==> src/rtl/serial_adder_pkg.sv <==
// Shared types and limits for the bit-serial adder.
package serial_adder_pkg;

  localparam int unsigned MAX_WIDTH = 64;

  typedef enum logic [1:0] {IDLE, RUN, DONE} serial_adder_state_t;

endpackage

==> src/rtl/full_adder.sv <==
// One-bit full adder cell: combinational sum and carry.
module full_adder (
  input  logic a,
  input  logic b,
  input  logic carry_in,
  output logic result,
  output logic carry_out
);

  assign result    = a ^ b ^ carry_in;
  assign carry_out = (a & b) | (carry_in & (a ^ b));

endmodule

==> src/rtl/serial_adder.sv <==
// Bit-serial adder: one full_adder plus a carry flip-flop, LSB first, one bit per clock.
// Define SERIAL_ADDER_SUB_EN to honour the sub input (two's-complement subtract).
module serial_adder
  import serial_adder_pkg::*;
#(
  parameter int unsigned WIDTH = 8
) (
  input  logic             clk,
  input  logic             rst,
  input  logic             start,
  input  logic [WIDTH-1:0] a,
  input  logic [WIDTH-1:0] b,
  input  logic             sub,
  output logic             busy,
  output logic             done,
  output logic [WIDTH-1:0] sum,
  output logic             carry_out
);

  localparam int unsigned CntW = $clog2(WIDTH + 1);
  localparam logic [CntW-1:0] LastCnt = CntW'(WIDTH - 1);

  if (WIDTH < 1 || WIDTH > MAX_WIDTH) begin : g_bad_width
    $fatal(1, "serial_adder: WIDTH %0d outside 1..%0d", WIDTH, MAX_WIDTH);
  end

  serial_adder_state_t state_q, state_d;

  logic [WIDTH-1:0] a_sr_q;
  logic [WIDTH-1:0] b_sr_q;
  logic [WIDTH-1:0] res_sr_q;
  logic [CntW-1:0]  count_q;
  logic             carry_q;

  logic             fa_result;
  logic             fa_carry;
  logic [WIDTH:0]   res_ext;
  logic [WIDTH-1:0] res_shift;
  logic             last_bit;
  logic [WIDTH-1:0] b_load;
  logic             carry_init;

  full_adder u_full_adder (
    .a         (a_sr_q[0]),
    .b         (b_sr_q[0]),
    .carry_in  (carry_q),
    .result    (fa_result),
    .carry_out (fa_carry)
  );

  // Widened concat keeps the right shift legal when WIDTH is 1.
  assign res_ext   = {fa_result, res_sr_q};
  assign res_shift = res_ext[WIDTH:1];
  assign last_bit  = (count_q == LastCnt);

`ifdef SERIAL_ADDER_SUB_EN
  assign b_load     = sub ? ~b : b;
  assign carry_init = sub;
`else
  logic unused_sub;
  assign unused_sub = sub;
  assign b_load     = b;
  assign carry_init = 1'b0;
`endif

  always_ff @(posedge clk) begin
    if (rst) begin
      state_q   <= IDLE;
      a_sr_q    <= '0;
      b_sr_q    <= '0;
      res_sr_q  <= '0;
      count_q   <= '0;
      carry_q   <= 1'b0;
      sum       <= '0;
      carry_out <= 1'b0;
    end else begin
      state_q <= state_d;
      case (state_q)
        IDLE: begin
          if (start) begin
            a_sr_q  <= a;
            b_sr_q  <= b_load;
            carry_q <= carry_init;
            count_q <= '0;
          end
        end
        RUN: begin
          a_sr_q   <= a_sr_q >> 1;
          b_sr_q   <= b_sr_q >> 1;
          res_sr_q <= res_shift;
          carry_q  <= fa_carry;
          count_q  <= count_q + CntW'(1);
          if (last_bit) begin
            sum       <= res_shift;
            carry_out <= fa_carry;
          end
        end
        default: ;
      endcase
    end
  end

  always_comb begin
    state_d = state_q;
    unique case (state_q)
      IDLE:    if (start) state_d = RUN;
      RUN:     if (last_bit) state_d = DONE;
      DONE:    state_d = IDLE;
      default: state_d = IDLE;
    endcase
  end

  always_comb begin
    busy = (state_q == RUN);
    done = (state_q == DONE);
  end

endmodule

==> config.mk <==
export PLATFORM = sky130hd
export DESIGN_NAME = serial_adder
export DESIGN_NICKNAME = d
export VERILOG_FILES = /design/src/rtl/serial_adder_pkg.sv /design/src/rtl/full_adder.sv /design/src/rtl/serial_adder.sv
export SDC_FILE = /design/constraint.sdc
export NUM_CORES = 1
export LEC_CHECK = 0
export ABC_CLOCK_PERIOD_IN_PS = 1600
export BUFFER_PORTS_ARGS = -buffer_cell sky130_fd_sc_hd__buf_2
export CELL_PAD_IN_SITES_DETAIL_PLACEMENT = 0
export CELL_PAD_IN_SITES_GLOBAL_PLACEMENT = 1
export CORE_MARGIN = 2
export CORE_UTILIZATION = 40
export CTS_CLUSTER_DIAMETER = 120
export CTS_CLUSTER_SIZE = 8
export DETAILED_ROUTE_END_ITERATION = 10
export HOLD_SLACK_MARGIN = 0.1
export PLACE_DENSITY_LB_ADDON = 0.1
export SLEW_MARGIN = 25
export SYNTH_ARGS = -nofsm -noshare
export SYNTH_HDL_FRONTEND = slang
export SYNTH_SLANG_ARGS = --single-unit
==> constraint.sdc <==
create_clock -name clk -period 1.6 [get_ports clk]
set_clock_uncertainty 0.15 [all_clocks]
set_input_delay 0.16 -clock clk [delete_from_list [all_inputs] [get_ports clk]]
set_output_delay 0.16 -clock clk [all_outputs]
set_load 0.005 [all_outputs]
# == Yosys cells after proc, flatten, opt, wreduce, memory -nomap -nowiden ==
# Index checks and enable logic that the tools add are counted.
# totals
reg_bits,40
in_bits,20
elab_cells,35
# classes
n_addsub,1
n_eq_ne,5
n_mux,11
bitwise_logic,5
n_reduce_logical,5
# op_table
op,count
one-hot mux 8 bit (2 select lines),2
two-way mux 8 bit,2
one-hot mux 4 bit (2 select lines),1
AND reduction 2 bit,3
"adder 4 x 1 -> 4 bit, second input constant",1
"== test 4 x 3 -> 1 bit, second input constant",1
two-way mux 2 bit,2
two-way mux 4 bit,1
one-hot mux 2 bit (2 select lines),1
AND 1 bit,2
"== test 2 x 1 -> 1 bit, second input constant",1
"== test 2 bit, second input constant",1
zero test 2 bit,1
"inequality test 2 x 1 -> 1 bit, second input constant",1
"inequality test 2 bit, second input constant",1
one-hot mux 1 bit (2 select lines),1
nonzero test 2 bit,1
bitwise XOR 1 bit,2
two-way mux 1 bit,1
OR 1 bit,1

# == Logic depth before layout (Yosys ltp) ==
# Gate-level depths: netlist (run 1).
# depth
depth_word,4
depth_mapped,7
mapped_depth_nobuf,4

# == Modules after synthesis ==
# A second synthesis (run 1) with hierarchy kept.
# unflattened
cells_unflattened,190
area_unflattened_um2,1735.4
# modules_own_cells
module,n_inst,cells_each,area_each_um2
serial_adder,1,189,1715.4
full_adder,1,1,20.0

# == Worst setup path before layout (run 1) ==
# OpenSTA, ideal clock, no wires.
# synth_path
kind,reg-to-reg
start,register count_q[0]
end,register carry_out
setup_time_ps,72
arrival_time_ps,1096
required_ps,1378
slack_ps,282
path_stages_with_launch,6
synth_period_minus_slack_ps,1318
path_cell_list,dfxtp_1 -> ha_1 -> nand2_1 -> nor3_1 -> buf_4 -> mux2i_1
# synth_between
elab_chain_len,2
# synth_lines
element,line,rtl
start: declaration,serial_adder.sv:32,logic [CntW-1:0] count_q;
start signal: assignment,serial_adder.sv:92,count_q <= count_q + CntW'(1);
== test 4 x 3 -> 1 bit,serial_adder.sv:54,assign last_bit = (count_q == LastCnt);
AND reduction 2 bit (no line),--,
end signal: assignment,serial_adder.sv:95,carry_out <= fa_carry;
end: declaration,serial_adder.sv:17,output logic carry_out
# No other way between the ends.
# A chain may end at the register's enable or synchronous reset.

# == Worst setup path in the final report (run 1) ==
# layout_path
start,register count_q[0]
end,register sum[0]
# layout_between
elab_chain_len,2
# layout_lines
element,line,rtl
== test 4 x 3 -> 1 bit,serial_adder.sv:54,
AND reduction 2 bit (no line),--,
end signal: assignment,serial_adder.sv:94,sum <= res_shift;
end: declaration,serial_adder.sv:16,"output logic [WIDTH-1:0] sum,"
# No other way between the ends.

==> qor_table.md, run 1 <==
| Item | This run |
|---|---|
| Status | finished, final reports clean |
| XOR/XNOR share of the synthesized area | 0% |
| Yosys warning total | 0 |
| Least-Margin Pin Slew | 0.486 ns |
| Startpoint of the most critical register-to-register path | count_q[0] |
| Initial antenna violation count | 0 |
| Share of the clock period used by the worst path after layout | 93.9% |
| Post-CTS setup buffers | 0 |
| Maximum fanout along the worst path | 4 |
| Worst Path Arrival | 1.57 ns |
| Average routed wire per standard cell | 12.5 um |
| Clock root buffer | sky130_fd_sc_hd__clkbuf_8 |
| Total wire length after detailed routing | 3460 um |
| Layout Utilization | 51.2% |
| Timing startpoint of the critical path | count_q[0] |
| Global router's overall resource usage | 16.0% |
| Synthesis-to-layout area growth | 22.4% |
| Final estimated routing congestion in global placement | 0.695 |
| Pre-antenna DRT Iters | 4 |
| Relative slew slack | 67.6% |
| Smallest setup slack after layout | 0.0971 ns |
| Post-CTS clock slew at the launch and capture registers of the worst setup and hold paths | 0.08 ns |
| Post-Place Cells | 260 |
| Area of the multi-input gates | 811 um2 |
| Post-synth net total | 208 |
| Data required time of the critical path | 1.67 ns |
| Leak Pwr | 0.789 nW |
| Hold crit path type | input pin to register |
| Source of the worst hold timing path | rst |
| Final standard cell count with taps included and fillers excluded | 277 |
| Die Height | 68.7 um |
| Synth cell types | 27 |
| Dominant combinational cell family by area after synthesis | simple AND/OR/NAND/NOR gates |
| I/O Pins | 31 |
| Highest achievable clock rate | 665 MHz |
| Maximum number of buffers from clock root to sink | 2 |
| Global-route wire length before repair | 5600 um |
| Multiplexer fraction of the synthesized cell area | 5.38% |
| Starting utilization of the core area | 41.9% |
| Count of flip-flops with a built-in enable after synthesis | 0 |
| Storage element area | 782 um2 |
| Via density | 5.03 |
| Share of the synthesized area in compound gates (AO/OA/AOI/OAI) | 18.8% |
| WS Path Type | register to register |
| Fraction of registers with async set or reset after synthesis | 0% |
| TritonCTS clock tree | yes |
| Area of the mapped netlist | 1670 um2 |
| Antenna cells | 0 |
| Grt total ovfl | 0 |
| Fraction of the mapped netlist area in adder cells | 1.94% |
| Number of sinks driven by the clock tree | 39 |
| Synth Instances | 186 |
| Top_reg_cell synth | sky130_fd_sc_hd__dfxtp_1 |
| Detailed router's first-iteration violation count | 47 |
| Vias in the first global route | 1,299 |
| DRC viols | 0 |
| Total number of placement rows | 23 |
| Proportion of synthesized chip area in sequential cells | 46.6% |
| Post-placement setup slack | 0.0958 ns |
| Crit path capture type | register |
| Total count of max-transition violations in the final report | 0 |
| Overall die area | 4720 um2 |
| Power per unit of standard cell area | 928 nW/um2 |
| Peak supply drop | 0.000435 V |
| Share of final-layout standard cells stronger than drive strength 1 | 22.0% |
| Final count of negative-setup-slack endpoints | 0 |
| Synth Register Bits | 39 |
| Number of fillers in the final layout | 400 |
| Number of clock buffers inserted by TritonCTS | 5 |
| Avg Synthesized Cell Area | 9.00 um2 |
| Remaining number of nets flagged by the antenna check after routing | 0 |
| Core Box Area | 4000 um2 |
| Simple-gate area share of the yosys netlist | 21.6% |
| CTS H-tree lvls | 2 |
| Final count of hold timing violations | 0 |
| Largest net degree at the start of global routing | 28 |
| DPL Wire Length | 2390 um |
| Latest clock arrival within the worst-skew pair | 0.28 ns |
| MaxCap Viol Count | 0 |
| Final net count | 248 |
| Number of buffers inserted by port buffering | 29 |
| Min Clock Period, post-route | 1.50 ns |
| Startpoint kind of the worst setup timing path | register |
| Via count | 1,394 |
| Width of the die | 68.7 um |
repair_timing:
| item | in CTS | in global routing |
|---|---|---|
| gates resized for setup | 0 | 5 |
| endpoints found under the setup margin | 0 | 9 |
| hold buffers | 8 | 0 |
| endpoints found under the hold margin | 8 | 0 |
power by group:
part	internal, mW	total, mW	switching [mW]
sequential	1.01	1.04	0.0287
clock	0.305	0.646	0.341
combinational	0.106	0.214	0.109
total	1.42	1.90	0.479
stage by stage:
stage	setup TNS [ns]	power [mW]	hold slack (ns)	area [um2]
global route	-0.00501	2.01	0.138	2050
floorplan	0	1.21	0.158	1670
detailed placement	0	1.27	0.268	1870
finish	0	1.90	0.123	2050
global placement	0	1.26	0.250	1870
CTS	0	1.94	0.117	2030
worst max-delay path, stage by stage (launching register included):
cell	delay [ns]
sky130_fd_sc_hd__dfxtp_1	0.38
sky130_fd_sc_hd__ha_1	0.21
sky130_fd_sc_hd__nand2_1	0.13
sky130_fd_sc_hd__nor3_4	0.17
sky130_fd_sc_hd__buf_2	0.21
sky130_fd_sc_hd__mux2i_1	0.19
per-layer routing:
metal	vias to the layer above	wire (um)	track usage [%]
met5	-	0	0
met4	0	30	5.88
met3	2	123	4.87
met2	27	1760	29.4
met1	640	1550	17.0
li1	725	-	-
synthesized netlist by cell type, drive strengths merged, types with 3 or more instances:
cell type	count	share of area, %
inv	3	0.67
clkbuf	6	1.3
buf	8	3.6
nor3	3	0.90
o2bb2ai	8	4.2
o22ai	6	2.2
nand2b	20	7.9
dfxtp	39	47
nor2	28	6.3
a22oi	4	1.8
mux2i	9	5.4
a211oi	15	6.7
a21oi	7	2.1
nand2	17	3.8
path summary, 6_finish.rpt:
check                                    to  slack (ns)  cells after the start
worst min register to register  res_sr_q[1]        0.31                      2
worst max register to register       sum[0]         0.1                      5
worst max-delay path                 sum[0]         0.1                      5
worst min-delay path            res_sr_q[5]        0.12                      2
cell usage in the layout (no fill, tap or decap), types with 6 or more instances in the layout:
| master | instances |
|---|---|
| sky130_fd_sc_hd__o22ai_1 | 6 |
| sky130_fd_sc_hd__nand2_1 | 17 |
| sky130_fd_sc_hd__nor2_1 | 28 |
| sky130_fd_sc_hd__buf_2 | 30 |
| sky130_fd_sc_hd__nand2b_1 | 19 |
| sky130_fd_sc_hd__a211oi_1 | 15 |
| sky130_fd_sc_hd__dlygate4sd3_1 | 8 |
| sky130_fd_sc_hd__mux2i_1 | 9 |
| sky130_fd_sc_hd__a21oi_1 | 7 |
| sky130_fd_sc_hd__buf_4 | 9 |
| sky130_fd_sc_hd__dfxtp_1 | 38 |
| sky130_fd_sc_hd__o2bb2ai_1 | 8 |
cells by family (layout without fill, tap and decap cells):
group,Yosys count,after routing
DFF,39,39
buffers and inverters,17,58
and+or+nand+nor,75,75
AOI/OAI and AO/OA,44,44
adders and majority gates,2,2
muxes,9,9
area by class of cell:
type                    instances  area share, %
repair buffers                 47           14.5
well taps                      50           3.05
flip-flops and latches         39           38.2
clock buffers                   6           3.54
multi-input cells             130           39.6
clock inverters                 2          0.610
inverters                       3          0.549
flip-flops by register name (all words and copies together) (netlist names):
signal,flops
a_sr_q,8
b_sr_q,8
sum,8
res_sr_q,7
count_q,4
state_q,2
carry_out,1
carry_q,1
Note: power is estimated with default switching activity, not from simulation.
==> run 2: changes to the inputs <==
CORE_UTILIZATION = 43   (was 40)
CTS_BUF_LIST = sky130_fd_sc_hd__clkbuf_8   (was unset)
==> qor_table.md, run 2 (synthesis gave the netlist of run 1 again) <==
| Item | This run | Change |
|---|---|---|
| Overall die area | 4410 um2 | -6.6% |
| Status | finished, final reports clean |  |
| Area of the multi-input gates | 810 um2 | -0.15% |
| Setup repair after global routing missed its margin | false |  |
| DRC viols | 0 | unchanged |
| Storage element area | 785 um2 | +0.32% |
| Average routed wire per standard cell | 13.4 um | +6.8% |
| Pre-antenna DRT Iters | 4 | unchanged |
| Min Clock Period, post-route | 1.50 ns | -0.00610 ns |
| Hold depth | 4 | +2 |
| Largest net degree at the start of global routing | 37 | +32% |
| Final net count | 249 | +0.40% |
| Source of the worst hold timing path | a[4] |  |
| Via count | 1,413 | +1.4% |
| Most frequent standard cell in the layout excluding fill and tap cells | sky130_fd_sc_hd__dfxtp_1 |  |
| Highest achievable clock rate | 668 MHz | +0.41% |
| Minimum setup slack among reg-to-reg paths | 0.10 ns | about the same |
| Worst hold margin | 0.115 ns | -0.00791 ns |
| R2r endpoint | sum[6] |  |
| Smallest setup slack after layout | 0.103 ns | +0.00610 ns |
| TritonCTS clock tree | yes |  |
| Width of the die | 66.4 um | -3.3% |
| Number of buffers inserted by port buffering | 29 | unchanged |
| Number of sinks driven by the clock tree | 39 | unchanged |
| End point of the most critical hold path | a_sr_q[4] |  |
| DPL Wire Length | 2400 um | +0.54% |
| Number of clock buffers inserted by TritonCTS | 5 | unchanged |
| Post-Place Cells | 255 | -1.9% |
| Starting utilization of the core area | 45.4% | +3.5 points |
| CTS H-tree lvls | 2 | unchanged |
| Total power of the final layout | 2.11 mW | +11% |
| Initial antenna violation count | 0 | unchanged |
| Remaining number of nets flagged by the antenna check after routing | 0 | unchanged |
| Data required time of the critical path | 1.66 ns | about the same |
| Latest clock arrival within the worst-skew pair | 0.28 ns | about the same |
| Detailed router's first-iteration violation count | 78 | +66% |
| Global-route wire length before repair | 6170 um | +10% |
| CP cell instances | ha_2, nand2_2, nor3_2, buf_4, mux2i_1 |  |
| Leading cell types in the layout, fill and taps excluded | sky130_fd_sc_hd__dfxtp_1, sky130_fd_sc_hd__buf_2, sky130_fd_sc_hd__nor2_1, sky130_fd_sc_hd__nand2b_1, sky130_fd_sc_hd__nand2_1 |  |
| MaxCap Viol Count | 0 | unchanged |
| Antenna cells | 0 | unchanged |
| Total wire length after detailed routing | 3690 um | +6.4% |
| Die Height | 66.4 um | -3.3% |
| Final standard cell count with taps included and fillers excluded | 276 | -0.36% |
| Core Box Area | 3690 um2 | -7.8% |
| Summed negative setup slack over all endpoints | 0 ns | unchanged |
| Peak supply drop | 0.000485 V | +11% |
| Worst Path Arrival | 1.56 ns | about the same |
| Final count of negative-setup-slack endpoints | 0 | unchanged |
| Number of fillers in the final layout | 354 | -12% |
| Total number of placement rows | 22 | -4.3% |
| Startpoint of the most critical register-to-register path | count_q[0] |  |
| Clock root buffer | sky130_fd_sc_hd__clkbuf_8 |  |
| Final estimated routing congestion in global placement | 0.777 | +12% |
| Leak Pwr | 0.810 nW | +2.7% |
| Post-CTS clock slew at the launch and capture registers of the worst setup and hold paths | 0.07 ns | about the same |
| Global router's overall resource usage | 18.5% | +2.5 points |
| Maximum number of buffers from clock root to sink | 2 | unchanged |
| Crit path capture type | register |  |
| Via density | 5.12 | +1.7% |
| Slowest library cell on the worst path | sky130_fd_sc_hd__dfxtp_2 |  |
| WS Path Type | register to register |  |
| Least-Margin Pin Slew | 0.564 ns | +0.0789 ns |
| Maximum fanout along the worst path | 5 | +1 |
| Share of final-layout standard cells stronger than drive strength 1 | 25.0% | +3.0 points |
| Post-placement setup slack | 0.0188 ns | -0.0770 ns |
| Grt total ovfl | 0 | unchanged |
| Total count of max-transition violations in the final report | 0 | unchanged |
| Vias in the first global route | 1,374 | +5.8% |
| Largest stage delay on the critical path | 0.36 ns | -0.02 ns |
| Synthesis-to-layout area growth | 25.9% |  |
| Share of the clock period used by the worst path after layout | 93.6% | -0.38 points |
| Startpoint kind of the worst setup timing path | register |  |
| Final count of hold timing violations | 0 | unchanged |
| I/O Pins | 31 | unchanged |
| Power per unit of standard cell area | 999 nW/um2 | +7.6% |
| Registers with the most flip-flops | a_sr_q x8, b_sr_q x8, sum x8 |  |
| Worst-case reg-to-reg path depth | 5 | unchanged |
| Hold crit path type | input pin to register |  |
| Relative slew slack | 62.4% | -5.2 points |
## run 2: worst max-delay path by stage
stage,startpoint,endpoint,slack (ns)
after floorplan,count_q[0],carry_out,0.28
after global placement,state_q[0],sum[1],0.11
after detailed placement,state_q[0],sum[6],0.02
after CTS,count_q[0],sum[6],0.06
after global routing,count_q[0],sum[0],0.0008
final,count_q[0],sum[6],0.10
## run 2: through the flow
stage / util, % / cell area [um2]
final: 57.1 / 2110
after global placement: 50.3 / 1850
after detailed placement: 50.3 / 1850
after floorplan: - / 1670
after CTS: 56.2 / 2070
after global routing: 57.1 / 2110
## run 2: final cells by class
class | instances | area share [%]
flip-flops and latches | 39 | 37.2
multi-input cells | 130 | 38.4
repair buffers | 48 | 15.2
well taps | 48 | 2.85
clock buffers | 6 | 3.92
inverters | 3 | 0.713
clock inverters | 2 | 1.66
## run 2: worst max-delay path: cells and delay by family (launching register included)
kind / cells / cell delay, ns
mux: 1 / 0.20
flops: 1 / 0.36
fa+ha+maj: 1 / 0.21
simple gates: 2 / 0.30
buf+inv: 1 / 0.21
## run 2: where the power goes
part           internal, mW  switching, mW  total (mW)  leakage (nW)
registers              1.01         0.0301        1.04         0.320
clock network         0.504          0.329       0.834        0.0612
logic                 0.113          0.114       0.227         0.429
## run 2: repair_timing
| item | in CTS | in global routing |
|---|---|---|
| endpoints found under the setup margin | 1 | 10 |
| hold buffers | 8 | 0 |
| resized for setup | 2 | 8 |
| endpoints found under the hold margin | 8 | 0 |
| buffers inserted | 2 | 2 |
| pin swaps | 0 | 1 |
| gates cloned | 0 | 1 |
## run 2: metal layers
metal	vias to the layer above	GRT usage, %	routed length, um
li1	731	-	-
met1	640	22.9	1790
met2	40	30.0	1690
met3	2	4.43	187
met4	0	8.67	22
met5	-	0	0
